### config.mk
export PLATFORM = sky130hd
export DESIGN_NAME = period_avg_lock_flat
export DESIGN_NICKNAME = d
export VERILOG_FILES = /design/src/rtl/period_avg_lock_pkg.sv /design/src/rtl/period_avg_lock_if.sv /design/src/rtl/period_avg_lock_window.sv /design/src/rtl/period_avg_lock.sv /design/src/flat_wrapper.sv
export SDC_FILE = /design/constraint.sdc
export NUM_CORES = 1
export LEC_CHECK = 0
export ABC_AREA = 1
export CORE_MARGIN = 2
export CORE_UTILIZATION = 42
export DETAILED_ROUTE_END_ITERATION = 7
export PLACE_DENSITY_LB_ADDON = 0.12
export SYNTH_ARGS = -nofsm -noshare
export SYNTH_HDL_FRONTEND = slang
export SYNTH_SLANG_ARGS = --single-unit
### constraint.sdc
create_clock -name clk -period 3.5 [get_ports clk]
set_input_delay 0.7 -clock clk [delete_from_list [all_inputs] [get_ports clk]]
set_output_delay 0.7 -clock clk [all_outputs]
set_load 0.005 [all_outputs]
### src/rtl/period_avg_lock_pkg.sv
// Shared types and constants for the period averaging / lock detector.
package period_avg_lock_pkg;

  localparam int CNT_W     = 9;
  localparam int SUM_W     = 11;
  localparam int WIN_DEPTH = 4;

  typedef logic [1:0] state_t;

  localparam state_t ST_IDLE   = 2'd0;
  localparam state_t ST_FILL   = 2'd1;
  localparam state_t ST_TRACK  = 2'd2;
  localparam state_t ST_LOCKED = 2'd3;

  // Unsigned magnitude of the difference between two period counts.
  function automatic logic [CNT_W-1:0] abs_diff(input logic [CNT_W-1:0] a,
                                                input logic [CNT_W-1:0] b);
    if (a >= b) begin
      abs_diff = a - b;
    end else begin
      abs_diff = b - a;
    end
  endfunction

endpackage

### src/rtl/period_avg_lock_if.sv
// Upstream period-counter inputs and averaged/lock status outputs.
interface period_avg_lock_if;
  import period_avg_lock_pkg::*;

  logic [CNT_W-1:0] count_in;
  logic             en_in;
  logic [CNT_W-1:0] avg_out;
  logic             avg_valid;
  logic             locked;
  logic             sample_stb;

  modport master (
    output count_in, en_in,
    input  avg_out, avg_valid, locked, sample_stb
  );

  modport slave (
    input  count_in, en_in,
    output avg_out, avg_valid, locked, sample_stb
  );

endinterface

### src/rtl/period_avg_lock_window.sv
// Four-deep sample window with running sum; avg holds its value across clear.
module period_window
  import period_avg_lock_pkg::*;
(
  input  logic             clk,
  input  logic             rst,
  input  logic             push,
  input  logic             clear,
  input  logic [CNT_W-1:0] din,
  output logic [SUM_W-1:0] sum,
  output logic [CNT_W-1:0] avg
);

  logic [CNT_W-1:0] win_r [WIN_DEPTH];
  logic [SUM_W-1:0] sum_r;
  logic [CNT_W-1:0] avg_r;
  logic [SUM_W-1:0] sum_nxt_s;

  // Next running sum: add the incoming sample, drop the oldest.
  always_comb begin
    sum_nxt_s = sum_r + {{(SUM_W-CNT_W){1'b0}}, din}
                      - {{(SUM_W-CNT_W){1'b0}}, win_r[WIN_DEPTH-1]};
  end

  // Window shift, sum and average registers.
  always_ff @(posedge clk or posedge rst) begin
    if (rst) begin
      for (int i = 0; i < WIN_DEPTH; i++) begin
        win_r[i] <= '0;
      end
      sum_r <= '0;
      avg_r <= '0;
    end else if (clear) begin
      for (int i = 0; i < WIN_DEPTH; i++) begin
        win_r[i] <= '0;
      end
      sum_r <= '0;
    end else if (push) begin
      for (int i = WIN_DEPTH-1; i > 0; i--) begin
        win_r[i] <= win_r[i-1];
      end
      win_r[0] <= din;
      sum_r    <= sum_nxt_s;
      avg_r    <= sum_nxt_s[SUM_W-1 -: CNT_W];
    end else begin
      sum_r <= sum_r;
    end
  end

  assign sum = sum_r;
  assign avg = avg_r;

endmodule

### src/rtl/period_avg_lock.sv
// Detects new period samples, averages the last four and tracks lock
// when consecutive samples stay within TOL of the running average.
module period_avg_lock
  import period_avg_lock_pkg::*;
#(
  parameter int TOL    = 4,
  parameter int LOCK_N = 8
) (
  input logic              clk,
  input logic              rst,
  period_avg_lock_if.slave bus
);

  localparam logic [CNT_W-1:0] TOL_C  = CNT_W'(TOL);
  localparam logic [3:0]       LOCK_C = 4'(LOCK_N);

  logic [CNT_W-1:0] prev_count_r;
  logic [CNT_W-1:0] sample_r;
  logic             stb_r;
  state_t           state_r;
  logic [1:0]       fill_r;
  logic [3:0]       run_r;
  logic             valid_r;
  logic             locked_r;

  state_t           state_nxt_s;
  logic [1:0]       fill_nxt_s;
  logic [3:0]       run_nxt_s;
  logic             valid_nxt_s;
  logic             locked_nxt_s;

  logic             detect_s;
  logic             push_s;
  logic             clear_s;
  logic [SUM_W-1:0] win_sum_s;
  logic [CNT_W-1:0] win_avg_s;
  logic [CNT_W-1:0] avg_live_s;
  logic [CNT_W-1:0] dev_s;
  logic             in_tol_s;

  // A repeated identical period is indistinguishable from "no new period".
  assign detect_s = bus.en_in && (bus.count_in != prev_count_r);
  assign push_s   = stb_r && bus.en_in;
  assign clear_s  = !bus.en_in;

  period_window u_window (
    .clk   (clk),
    .rst   (rst),
    .push  (push_s),
    .clear (clear_s),
    .din   (sample_r),
    .sum   (win_sum_s),
    .avg   (win_avg_s)
  );

  // Live average equals avg_out whenever the window is full, which is the
  // only time the tolerance result is consumed.
  assign avg_live_s = CNT_W'(win_sum_s >> 2'd2);
  assign dev_s      = abs_diff(sample_r, avg_live_s);
  assign in_tol_s   = (dev_s <= TOL_C);

  // Next-state logic for fill / track / lock.
  always_comb begin
    state_nxt_s  = state_r;
    fill_nxt_s   = fill_r;
    run_nxt_s    = run_r;
    valid_nxt_s  = valid_r;
    locked_nxt_s = locked_r;
    if (!bus.en_in) begin
      state_nxt_s  = ST_IDLE;
      fill_nxt_s   = 2'd0;
      run_nxt_s    = 4'd0;
      valid_nxt_s  = 1'b0;
      locked_nxt_s = 1'b0;
    end else if (stb_r) begin
      case (state_r)
        ST_IDLE: begin
          state_nxt_s = ST_FILL;
          fill_nxt_s  = 2'd1;
        end
        ST_FILL: begin
          if (fill_r == 2'd3) begin
            state_nxt_s = ST_TRACK;
            fill_nxt_s  = 2'd0;
            valid_nxt_s = 1'b1;
          end else begin
            fill_nxt_s = fill_r + 2'd1;
          end
        end
        ST_TRACK: begin
          if (in_tol_s) begin
            run_nxt_s = run_r + 4'd1;
            if ((run_r + 4'd1) == LOCK_C) begin
              state_nxt_s  = ST_LOCKED;
              locked_nxt_s = 1'b1;
            end else begin
              state_nxt_s = ST_TRACK;
            end
          end else begin
            run_nxt_s = 4'd0;
          end
        end
        ST_LOCKED: begin
          if (!in_tol_s) begin
            state_nxt_s  = ST_TRACK;
            run_nxt_s    = 4'd0;
            locked_nxt_s = 1'b0;
          end else begin
            state_nxt_s = ST_LOCKED;
          end
        end
        default: begin
          state_nxt_s  = ST_IDLE;
          fill_nxt_s   = 2'd0;
          run_nxt_s    = 4'd0;
          valid_nxt_s  = 1'b0;
          locked_nxt_s = 1'b0;
        end
      endcase
    end else begin
      state_nxt_s = state_r;
    end
  end

  // Sample capture and FSM state registers.
  always_ff @(posedge clk or posedge rst) begin
    if (rst) begin
      prev_count_r <= '0;
      sample_r     <= '0;
      stb_r        <= 1'b0;
      state_r      <= ST_IDLE;
      fill_r       <= 2'd0;
      run_r        <= 4'd0;
      valid_r      <= 1'b0;
      locked_r     <= 1'b0;
    end else begin
      prev_count_r <= bus.count_in;
      stb_r        <= detect_s;
      if (detect_s) begin
        sample_r <= bus.count_in;
      end else begin
        sample_r <= sample_r;
      end
      state_r  <= state_nxt_s;
      fill_r   <= fill_nxt_s;
      run_r    <= run_nxt_s;
      valid_r  <= valid_nxt_s;
      locked_r <= locked_nxt_s;
    end
  end

  assign bus.avg_out    = win_avg_s;
  assign bus.avg_valid  = valid_r;
  assign bus.locked     = locked_r;
  assign bus.sample_stb = stb_r;

endmodule
### src/flat_wrapper.sv
// flat-port wrapper written by rule: the top's interface ports become plain ports
module period_avg_lock_flat import period_avg_lock_pkg::*;
#(
  parameter int TOL    = 4,
  parameter int LOCK_N = 8
)
  (clk, rst, bus_count_in, bus_en_in, bus_avg_out, bus_avg_valid, bus_locked, bus_sample_stb);
  period_avg_lock_if bus_i ();
  input logic clk;
  input logic rst;
  input wire logic [$bits(bus_i.count_in)-1:0] bus_count_in;
  input wire logic [$bits(bus_i.en_in)-1:0] bus_en_in;
  output wire logic [$bits(bus_i.avg_out)-1:0] bus_avg_out;
  output wire logic [$bits(bus_i.avg_valid)-1:0] bus_avg_valid;
  output wire logic [$bits(bus_i.locked)-1:0] bus_locked;
  output wire logic [$bits(bus_i.sample_stb)-1:0] bus_sample_stb;
  assign bus_i.count_in = bus_count_in;
  assign bus_i.en_in = bus_en_in;
  assign bus_avg_out = bus_i.avg_out;
  assign bus_avg_valid = bus_i.avg_valid;
  assign bus_locked = bus_i.locked;
  assign bus_sample_stb = bus_i.sample_stb;
  period_avg_lock #(.TOL(TOL), .LOCK_N(LOCK_N)) u_core (.clk(clk), .rst(rst), .bus(bus_i));
endmodule
==> out/results.txt, run 1 <==
Status = finished with violations
Violated checks = design-rule violations
Die area = 0.01276 mm^2
Top_reg_cell synth = dfrtp_1
#FFs+latches synth = 85
Hold slack = 466.9 ps
Mapped Avg Cell Area = 8.132 um^2
Post-CTS setup buffers = 0
Endpoints failing setup = 0
Vias in the first global route = 3,879
Min cycle time layout = 2840 ps
Final period util = 81.16%
Routed Antenna Nets = 0
Async S/R FF share, synth = 100.0%
Hold buffer count at CTS = 0
DRT Wirelength = 11,620 um
CTS Sinks = 85
First-pass GRT wire length = 19,680 um
Iteration-0 DRC Markers = 265
Routed len/inst = 14.77 um
Post-DP HPWL = 8883 um
Worst Max-Slew Pin Slew = 794.0 ps
WP data arrival = 3050 ps
GRT Residual Overflow = 0
Setup CP Type = register to register
Initial antenna violation count = 0
Clock transition at path regs = 60 ps
H-tree Lvls = 3
TritonCTS Buffers = 9
Longest Clk Path Bufs = 2
Row count = 39
Clock latency on the worst-skew pair = 340 ps
Io pins = 24
Die width = 112.9 um
Final-report max-slew violation count = 0
HP Class = register to register
Via count = 3,937
Syn-to-layout area delta = 14.06%
CP required = 3710 ps
Met3 WL = 264 um
Post-CTS sizing = 0
DR vias/cell = 5.003
Critical Path End Type = register
Max-Cap Viols = 0
Clock Tree Root = clkbuf_16
Initial Utilization = 43.29%
Final nets = 691
Final hold violation count = 0
Max FO, Critical Path = 7
Ys Warns = 0
Total GRT Usage = 19.85%
DRT met1 WL = 6037 um
Share of post-route cells with drive strength above 1 = 7.764%
PwrDens = 752.1 mW/mm^2
EDFF count, synth = 0
Fin util = 49.37%
Max-slew headroom = 47.01%
Setup TNS = 0 ps
Syn Std Cell Area = 0.004985 mm^2
Port-buffer cells = 23
Routability Congestion = 0.8990
Ant. Diodes = 0
DRT Pass-1 Iters = 6
Max Used Layer = met4
Syn Inst Count = 613
Die H = 112.9 um
Register area share after synthesis = 42.67%
DR WL met2 = 5078 um
Max Freq = 352.1 MHz
Drt drc = 1
RSZ-0062 raised after global routing = no
CTS tree = done
VDD IR-drop max = 0.3905 mV
Leakage = 2.850 nW
Skew final = 5.457 ps
Synthesized net count = 665
Startpoint types = register
Core Footprint = 0.01152 mm^2
Pin count of the biggest net entering global routing = 44
Count of different cell masters after synthesis = 38
sequential cells by signal, indices dropped and copies added, names as in the netlist:
register               flops
u_core.bus.locked          1
u_core.bus.sample_stb      1
u_core.bus.avg_valid       1
u_core.u_window.avg        9
u_core.fill_r              2
u_core.u_window.sum       11
u_core.state_r             2
u_core.prev_count_r        9
u_core.u_window.win_r     36
u_core.sample_r            9
u_core.run_r               4
per-stage QoR:
stage / total power, mW / instance area, um^2 / worst slack [ps] / cells
floorplan: 2.772 / 4985 / 606.5 / 613
global placement: 3.321 / 5391 / 700.0 / 771
detailed placement: 3.339 / 5391 / 701.7 / 771
CTS: 4.312 / 5685 / 678.3 / 787
global route: 4.662 / 5685 / 367.5 / 787
finish: 4.276 / 5685 / 659.5 / 787
metal layers:
layer  global-route usage, %  vias up
met4                   7.073        0
met5                       0        -
met1                   29.09     1851
met2                   29.72       54
met3                   3.535       16
li1                        -     2016
final cells by class:
type / count / area (um^2)
Timing Repair Buffer: 27 / 272.8
Tap cell: 143 / 178.9
Fill cell: 1111 / 5831
Inverter: 114 / 429.2
Multi-Input combinational cell: 402 / 2384
Sequential cell: 85 / 2127
Clock buffer: 11 / 232.7
Clock inverter: 5 / 61.31
worst max-delay path, stage by stage, from the launching register on:
cell     delay [ps]
dfrtp_1         370
inv_1           100
fa_1            540
inv_1            40
ha_1            370
a21oi_1         280
o21ai_0         160
a21oi_1         220
nor2_1           60
o21ai_0         180
nand2_1          90
o21ai_0         190
o21ai_0         110
cells in the mapped netlist, types with 5 or more instances:
cell type  number  area, um^2
xor2_1         13       113.9
o21ai_1         6       30.03
inv_1         107       401.6
nand2_2         8       50.05
nor2_1         23       86.33
clkbuf_1        9       33.78
ha_1           31       387.9
a21oi_1        26       130.1
nand4_1         7       43.79
o21ai_0        36       180.2
dfrtp_1        85        2127
fa_1            9       180.2
o22ai_1        27       168.9
nor3_1          5       25.02
nand3_1        30       150.1
nand2_1       150       563.0
inv_2           5       18.77
report_power, final:
| part | total [mW] | switching (mW) | leakage (nW) | internal (mW) |
|---|---|---|---|---|
| sequential | 1.24 | 0.106 | 1.11 | 1.13 |
| combinational | 2.09 | 1.31 | 1.60 | 0.775 |
| clock | 0.953 | 0.397 | 0.144 | 0.556 |
| total | 4.28 | 1.81 | 2.85 | 2.46 |
cell families after synthesis:
logic type / Yosys count / synth area share (%)
flip-flops: 85 / 42.67
AO/OA/AOI/OAI: 107 / 12.17
XOR/XNOR: 16 / 2.811
adder cells (fa/ha/maj): 40 / 11.40
buffers and inverters: 126 / 9.513
AND/OR/NAND/NOR: 239 / 21.44
cells in the final DEF, fill, tap and decap left out, types with 5 or more instances in the layout:
cell type	count
a21oi_1	26
clkbuf_16	9
clkdlybuf4s50_1	23
dfrtp_1	85
fa_1	9
ha_1	31
inv_1	106
inv_2	5
nand2_1	150
nand2_2	8
nand3_1	30
nand4_1	7
nor2_1	23
nor3_1	5
o21ai_0	36
o21ai_1	6
o22ai_1	27
xor2_1	13
final timing paths:
check                           slack [ps]  cells after the start                endpoint                    from
worst min register to register         470                      2       u_core.bus.locked       u_core.bus.locked
min in group asynchronous              800                      2         u_core.run_r[2]                     rst
worst min-delay path                   470                      2       u_core.bus.locked       u_core.bus.locked
worst max-delay path                   660                     12  u_core.u_window.sum[7]  u_core.u_window.sum[2]
worst max register to register         660                     12  u_core.u_window.sum[7]  u_core.u_window.sum[2]
max in group asynchronous             2010                      3  u_core.u_window.avg[4]                     rst
(Power assumes the default switching activity.)
==> run 2, diff against run 1 <==
Clock period 3.5 ns to 2.95 ns, I/O delays scaled along.
==> run 2 against run 1 <==
The run still ends with design-rule violations left; setup slack got worse by 380 ps; die area unchanged; critical path depth increased by 2; total power increased by 22%; design area increased by 1.6%; largest cell class unchanged; sequential cell count unchanged; sequential share of layout area decreased by 0.58 points; global-route usage increased by 0.50 points; critical endpoint is now u_core.u_window.sum[8].
==> out/results.txt, run 2 (same netlist as run 1, synthesis figures left out) <==
First-pass GRT wire length = 20,150 um (+2.4%)
Routed len/inst = 14.71 um (-0.35%)
Min cycle time layout = 2670 ps (-170.0 ps)
Longest Clk Path Bufs = 2 (unchanged)
Core Footprint = 0.01152 mm^2 (unchanged)
Routability Congestion = 0.9599 (+6.8%)
Post-CTS sizing = 0 (unchanged)
Met1 GRT Util = 29.48% (+0.40 points)
CTS tree = done
Endpoints failing setup = 0 (unchanged)
WP data arrival = 2890 ps (-160 ps)
Most common cell after layout, fill and taps aside = nand2_1
Via count = 4,083 (+3.7%)
Final cell count without fillers = 792 (+0.64%)
Violated checks = design-rule violations
NetSw = 2.132 mW (+18%)
Max-slew headroom = 64.02% (+17 points)
Routed Antenna Nets = 0 (unchanged)
Worst-path cell chain = inv_1, fa_1, inv_1, ha_1, a21oi_1, o31ai_1, a21oi_1, or2_2, nand2_1, nand2_1, nand2_1, a21oi_1, o21ai_0, nand2_1
Flop pwr share = 28.0% (-0.9 points)
Share of post-route cells with drive strength above 1 = 8.783% (+1.0 points)
Reg area = 0.002127 mm^2 (unchanged)
Port-buffer cells = 23 (unchanged)
Worst Max-Slew Pin Slew = 539.0 ps (-255.0 ps)
Vias in the first global route = 4,006 (+3.3%)
VDD IR-drop max = 0.3986 mV (+2.1%)
Leakage = 2.899 nW (+1.7%)
Filler cell count = 1,097 (-1.3%)
Clock Tree Root = clkbuf_16
Hold slack = 479.0 ps (+12.09 ps)
Routing usage on met2 = 29.48% (-0.24 points)
Die area = 0.01276 mm^2 (unchanged)
Startpoint types = register
Tot Pwr = 5.222 mW (+22%)
Final worst slack = 279.5 ps (-380.0 ps)
DRT Wirelength = 11,650 um (+0.28%)
Clk pwr share = 24.3% (+2.0 points)
Row count = 39 (unchanged)
Setup CP Type = register to register
DP Area = 0.005444 mm^2 (+0.97%)
Die H = 112.9 um (unchanged)
Ant. Diodes = 0 (unchanged)
Clock transition at path regs = 60 ps (about the same)
Initial Utilization = 43.29% (unchanged)
Fin util = 50.15% (+0.78 points)
Initial antenna violation count = 0 (unchanged)
GRT Residual Overflow = 0 (unchanged)
CP max stage cell = fa_1
TritonCTS Buffers = 9 (unchanged)
H-tree Lvls = 3 (unchanged)
Final period util = 90.52% (+9.4 points)
Drt drc = 1 (unchanged)
Max Freq = 374.5 MHz (+6.4%)
RSZ-0062 raised after global routing = no
Iteration-0 DRC Markers = 321 (+21%)
Comb pwr share = 47.7% (-1.1 points)
Pre-CTS WS = 282.9 ps (-418.8 ps)
HP Class = register to register
DRT Pass-1 Iters = 7 (+1)
Final nets = 698 (+1.0%)
Syn-to-layout area delta = 15.86%
Io pins = 24 (unchanged)
PwrDens = 904.1 mW/mm^2 (+20%)
Pin count of the biggest net entering global routing = 42 (-4.5%)
Most flop-heavy register = u_core.u_window.win_r
Final-report max-slew violation count = 0 (unchanged)
Cell-internal power = 3.089 mW (+25%)
Die width = 112.9 um (unchanged)
Total GRT Usage = 20.36% (+0.50 points)
Post-CTS setup buffers = 0 (unchanged)
Status = finished with violations
Global route hottest layer = met1
Most frequent cells in the layout = nand2_1, inv_1, dfrtp_1
Finished Cell Area = 0.005776 mm^2 (+1.6%)
Setup TNS = 0 ps (unchanged)
# placed instances = 778 (+0.91%)
Post-DP HPWL = 9016 um (+1.5%)
Area of the multi-input gates = 0.002387 mm^2 (+0.16%)
CP required = 3170 ps (-540 ps)
Skew final = 9.120 ps (+3.662 ps)
Met3 usage = 3.374% (-0.16 points)
CTS Sinks = 85 (unchanged)
Max FFs per register = 36 (unchanged)
Worst path most repeated cell = nand2_1
Clock latency on the worst-skew pair = 340 ps (about the same)
Final hold violation count = 0 (unchanged)
Critical Path End Type = register
Max FO, Critical Path = 5 (-2)
Switching share of power = 40.84% (-1.6 points)
Max incr delay on CP = 540 ps (about the same)
Hold buffer count at CTS = 0 (unchanged)
DR vias/cell = 5.155 (+3.1%)
Max-Cap Viols = 0 (unchanged)
[run 2: cell count changes in the layout (fill, tap and decap cells not counted), sizes merged]
cell	before	now
clkbuf	11	10
buf	4	11
bufinv	1	3
clkinv	7	4
[run 2: power groups by stage]
stage	clock, mW	combinational [mW]	sequential, mW
final	1.27	2.49	1.46
after global routing	1.36	2.86	1.49
after CTS	1.30	2.48	1.46
after detailed placement	0	2.47	1.48
after global placement	0	2.44	1.48
after floorplan	0	1.83	1.46
[run 2: final cells by class]
| type | count | share of cell area, % |
|---|---|---|
| clock buffer | 10 | 3.964 |
| clock inverter | 4 | 1.711 |
| tap | 143 | 3.098 |
| timing repair buffer | 34 | 5.633 |
| multi-input combinational | 402 | 41.33 |
| sequential | 85 | 36.83 |
| inverter | 114 | 7.431 |
[run 2: layer usage]
layer | share of wire, % | vias up
met5 | 0 | -
met4 | 4.1 | 0
met3 | 3.5 | 29
met2 | 43 | 105
met1 | 49 | 1912
li1 | - | 2037
[run 2: path summary, 6_finish.rpt]
path	from	to	slack [ps]	depth (start not counted)
setup / recovery	u_core.u_window.sum[3]	u_core.u_window.sum[8]	280	14
hold / removal	u_core.bus.locked	u_core.bus.locked	480	2
setup reg to reg	u_core.u_window.sum[3]	u_core.u_window.sum[8]	280	14
hold reg to reg	u_core.bus.locked	u_core.bus.locked	480	2
max in group asynchronous	rst	u_core.sample_r[5]	1750	3
min in group asynchronous	rst	u_core.prev_count_r[5]	600	2
[run 2: critical path, delay by kind of cell (launching register included)]
family | cells | cell delay [ps]
and+or+nand+nor | 5 | 560
buffers and inverters | 2 | 130
DFF | 1 | 350
AOI/OAI and AO/OA | 5 | 630
adders and majority gates | 2 | 880
==> run 3, diff against run 2 <==
Settings changed: CORE_UTILIZATION 42 to 60.
==> run 3 against run 2 <==
The flow now finishes without violations; sequential share of layout area is 0.94 points higher; global-route usage is 8.2 points higher; via count is 1.2% higher; setup slack worse by 1.9 ps; register-to-register slack hardly changed; wire length is 2.0% lower; combinational power hardly changed; first-iteration DRC count is 32% lower; die area is 29% lower; design area is 2.5% lower; clock power is 23% lower; critical path type unchanged; critical endpoint is now u_core.u_window.avg[6]; largest cell class unchanged; highest routed layer unchanged.
==> out/results.txt, run 3 (same netlist as run 1, synthesis figures left out) <==
Reg-to-Reg End = u_core.u_window.avg[6]
Routed Antenna Nets = 0 (unchanged)
Ant. Diodes = 0 (unchanged)
TritonCTS Buffers = 9 (unchanged)
Port-buffer cells = 23 (unchanged)
Row count = 33 (-15%)
DP Area = 0.005381 mm^2 (-1.1%)
Pin count of the biggest net entering global routing = 45 (+7.1%)
Critical Path End Type = register
CTS Sinks = 85 (unchanged)
Skew final = 21.24 ps (+12.12 ps)
Finished Cell Area = 0.005632 mm^2 (-2.5%)
Worst Max-Slew Pin Slew = 423.5 ps (-115.5 ps)
Crit. Startpoint = u_core.u_window.sum[2]
Total GRT Usage = 28.54% (+8.2 points)
Most frequent cells in the layout = nand2_1, inv_1, dfrtp_1
Flop2flop setup slack = 280 ps (about the same)
# placed instances = 738 (-5.1%)
DRT Wirelength = 11,420 um (-2.0%)
Register-to-Register Path Depth = 14 (unchanged)
Filler cell count = 617 (-44%)
Min cycle time layout = 2672 ps (+1.895 ps)
Final cell count without fillers = 755 (-4.7%)
Leakage = 2.852 nW (-1.6%)
H-tree Lvls = 3 (unchanged)
Most common cell after layout, fill and taps aside = nand2_1
Clock transition at path regs = 110 ps (+50 ps)
HP Class = input port to asynchronous set/reset pin
Clk pwr share = 19.8% (-4.5 points)
Startpoint types = register
Tot Pwr = 4.956 mW (-5.1%)
Comb pwr share = 50.6% (+2.9 points)
Clock Tree Root = clkbuf_8
Routability Congestion = 0.9558 (-0.43%)
Worst r2r src = u_core.u_window.sum[2]
Syn-to-layout area delta = 12.98%
DRT Pass-1 Iters = 5 (-2)
First-pass GRT wire length = 19,820 um (-1.6%)
Die width = 95.15 um (-16%)
Via count = 4,133 (+1.2%)
CP endpoint = u_core.u_window.avg[6]
Setup TNS = 0 ps (unchanged)
Longest Clk Path Bufs = 2 (unchanged)
GRT Residual Overflow = 0 (unchanged)
Reg area = 0.002127 mm^2 (unchanged)
Flop pwr share = 29.5% (+1.5 points)
Status = complete, no violations
Final-report max-slew violation count = 0 (unchanged)
Final nets = 697 (-0.14%)
Most flop-heavy register = u_core.u_window.win_r
Initial antenna violation count = 0 (unchanged)
Max-slew headroom = 71.76% (+7.7 points)
VDD IR-drop max = 0.3863 mV (-3.1%)
Share of post-route cells with drive strength above 1 = 9.077% (+0.29 points)
Routed len/inst = 15.13 um (+2.8%)
Cell-internal power = 2.775 mW (-10%)
Die H = 95.15 um (-16%)
Area of the multi-input gates = 0.002387 mm^2 (unchanged)
Post-DP HPWL = 8511 um (-5.6%)
Switching share of power = 44.00% (+3.2 points)
Drt drc = 0 (-1)
Endpoints failing setup = 0 (unchanged)
Setup CP Type = register to register
Iteration-0 DRC Markers = 217 (-32%)
DR vias/cell = 5.474 (+6.2%)
NetSw = 2.181 mW (+2.3%)
Max FO, Critical Path = 7 (+2)
Die area = 0.009054 mm^2 (-29%)
Fin util = 69.24% (+19 points)
Clock latency on the worst-skew pair = 370 ps (+30 ps)
Max-Cap Viols = 0 (unchanged)
Initial Utilization = 61.28% (+18 points)
Final period util = 90.59% (about the same)
Io pins = 24 (unchanged)
WP data arrival = 2920 ps (+30 ps)
Vias in the first global route = 4,076 (+1.7%)
Core Footprint = 0.008134 mm^2 (-29%)
PwrDens = 880.0 mW/mm^2 (-2.7%)
CP required = 3200 ps (+30 ps)
Max Freq = 374.2 MHz (about the same)
Max FFs per register = 36 (unchanged)
Final hold violation count = 0 (unchanged)
CTS tree = done
[run 3: metal layers]
| layer | wire (um) | track usage (%) | part of all wire (%) |
|---|---|---|---|
| met2 | 5387 | 44.48 | 47 |
| met5 | 0 | 0 | 0 |
| met3 | 550 | 4.269 | 4.8 |
| met1 | 5217 | 40.50 | 46 |
| met4 | 267 | 10.99 | 2.3 |
[run 3: how the worst min path moves through the flow]
stage                                to                      from  cells past startpoint
4_1_cts               u_core.bus.locked                       rst                      2
3_5_place_dp          u_core.bus.locked         u_core.bus.locked                      2
2_1_floorplan  u_core.u_window.win_r[0]  u_core.u_window.win_r[0]                      2
3_3_place_gp          u_core.bus.locked         u_core.bus.locked                      2
6_report                u_core.run_r[2]                       rst                      2
5_1_grt                 u_core.run_r[0]                       rst                      2
[run 3: what timing repair did]
| action | CTS | global route |
|---|---|---|
| gates resized for setup | 0 | 2 |
| endpoints found under the setup margin | 0 | 2 |
| buffers inserted | 0 | 1 |
| hold buffers | 0 | 0 |
[run 3: worst max-delay path: stages (launching register included)]
cell     delay [ps]
dfrtp_1         360
inv_1            80
fa_1            530
inv_1            40
ha_1            400
nand2_1          90
nor3_1          210
a21oi_1         120
or2_2           290
nand2_1          60
nand2_1          40
nand2_1          70
a21oi_1          60
o21ai_0         100
nand2_1          90
[run 3: power by group through the flow]
stage                     registers [mW]  clock network (mW)  logic [mW]
after global routing                1.49                1.05        2.88
after detailed placement            1.48                   0        2.45
final                               1.46               0.982        2.51
after CTS                           1.46               0.998        2.46
after global placement              1.48                   0        2.39
after floorplan                     1.46                   0        1.83
[run 3: layout make-up]
cell class	count	area share, %
repair buffers	33	5.643
clock inverters	7	2.044
well taps	105	2.333
flip-flops and latches	85	37.77
multi-input cells	402	42.39
clock buffers	9	2.200
inverters	114	7.621
[run 3: through the flow]
step / hold WS (ps) / setup WS (ps)
5_1_grt: 513.8 / -2.142
4_1_cts: 480.7 / 205.5
6_report: 478.7 / 277.6
3_3_place_gp: 456.3 / 331.0
2_1_floorplan: 459.4 / 166.5
3_5_place_dp: 463.3 / 234.3
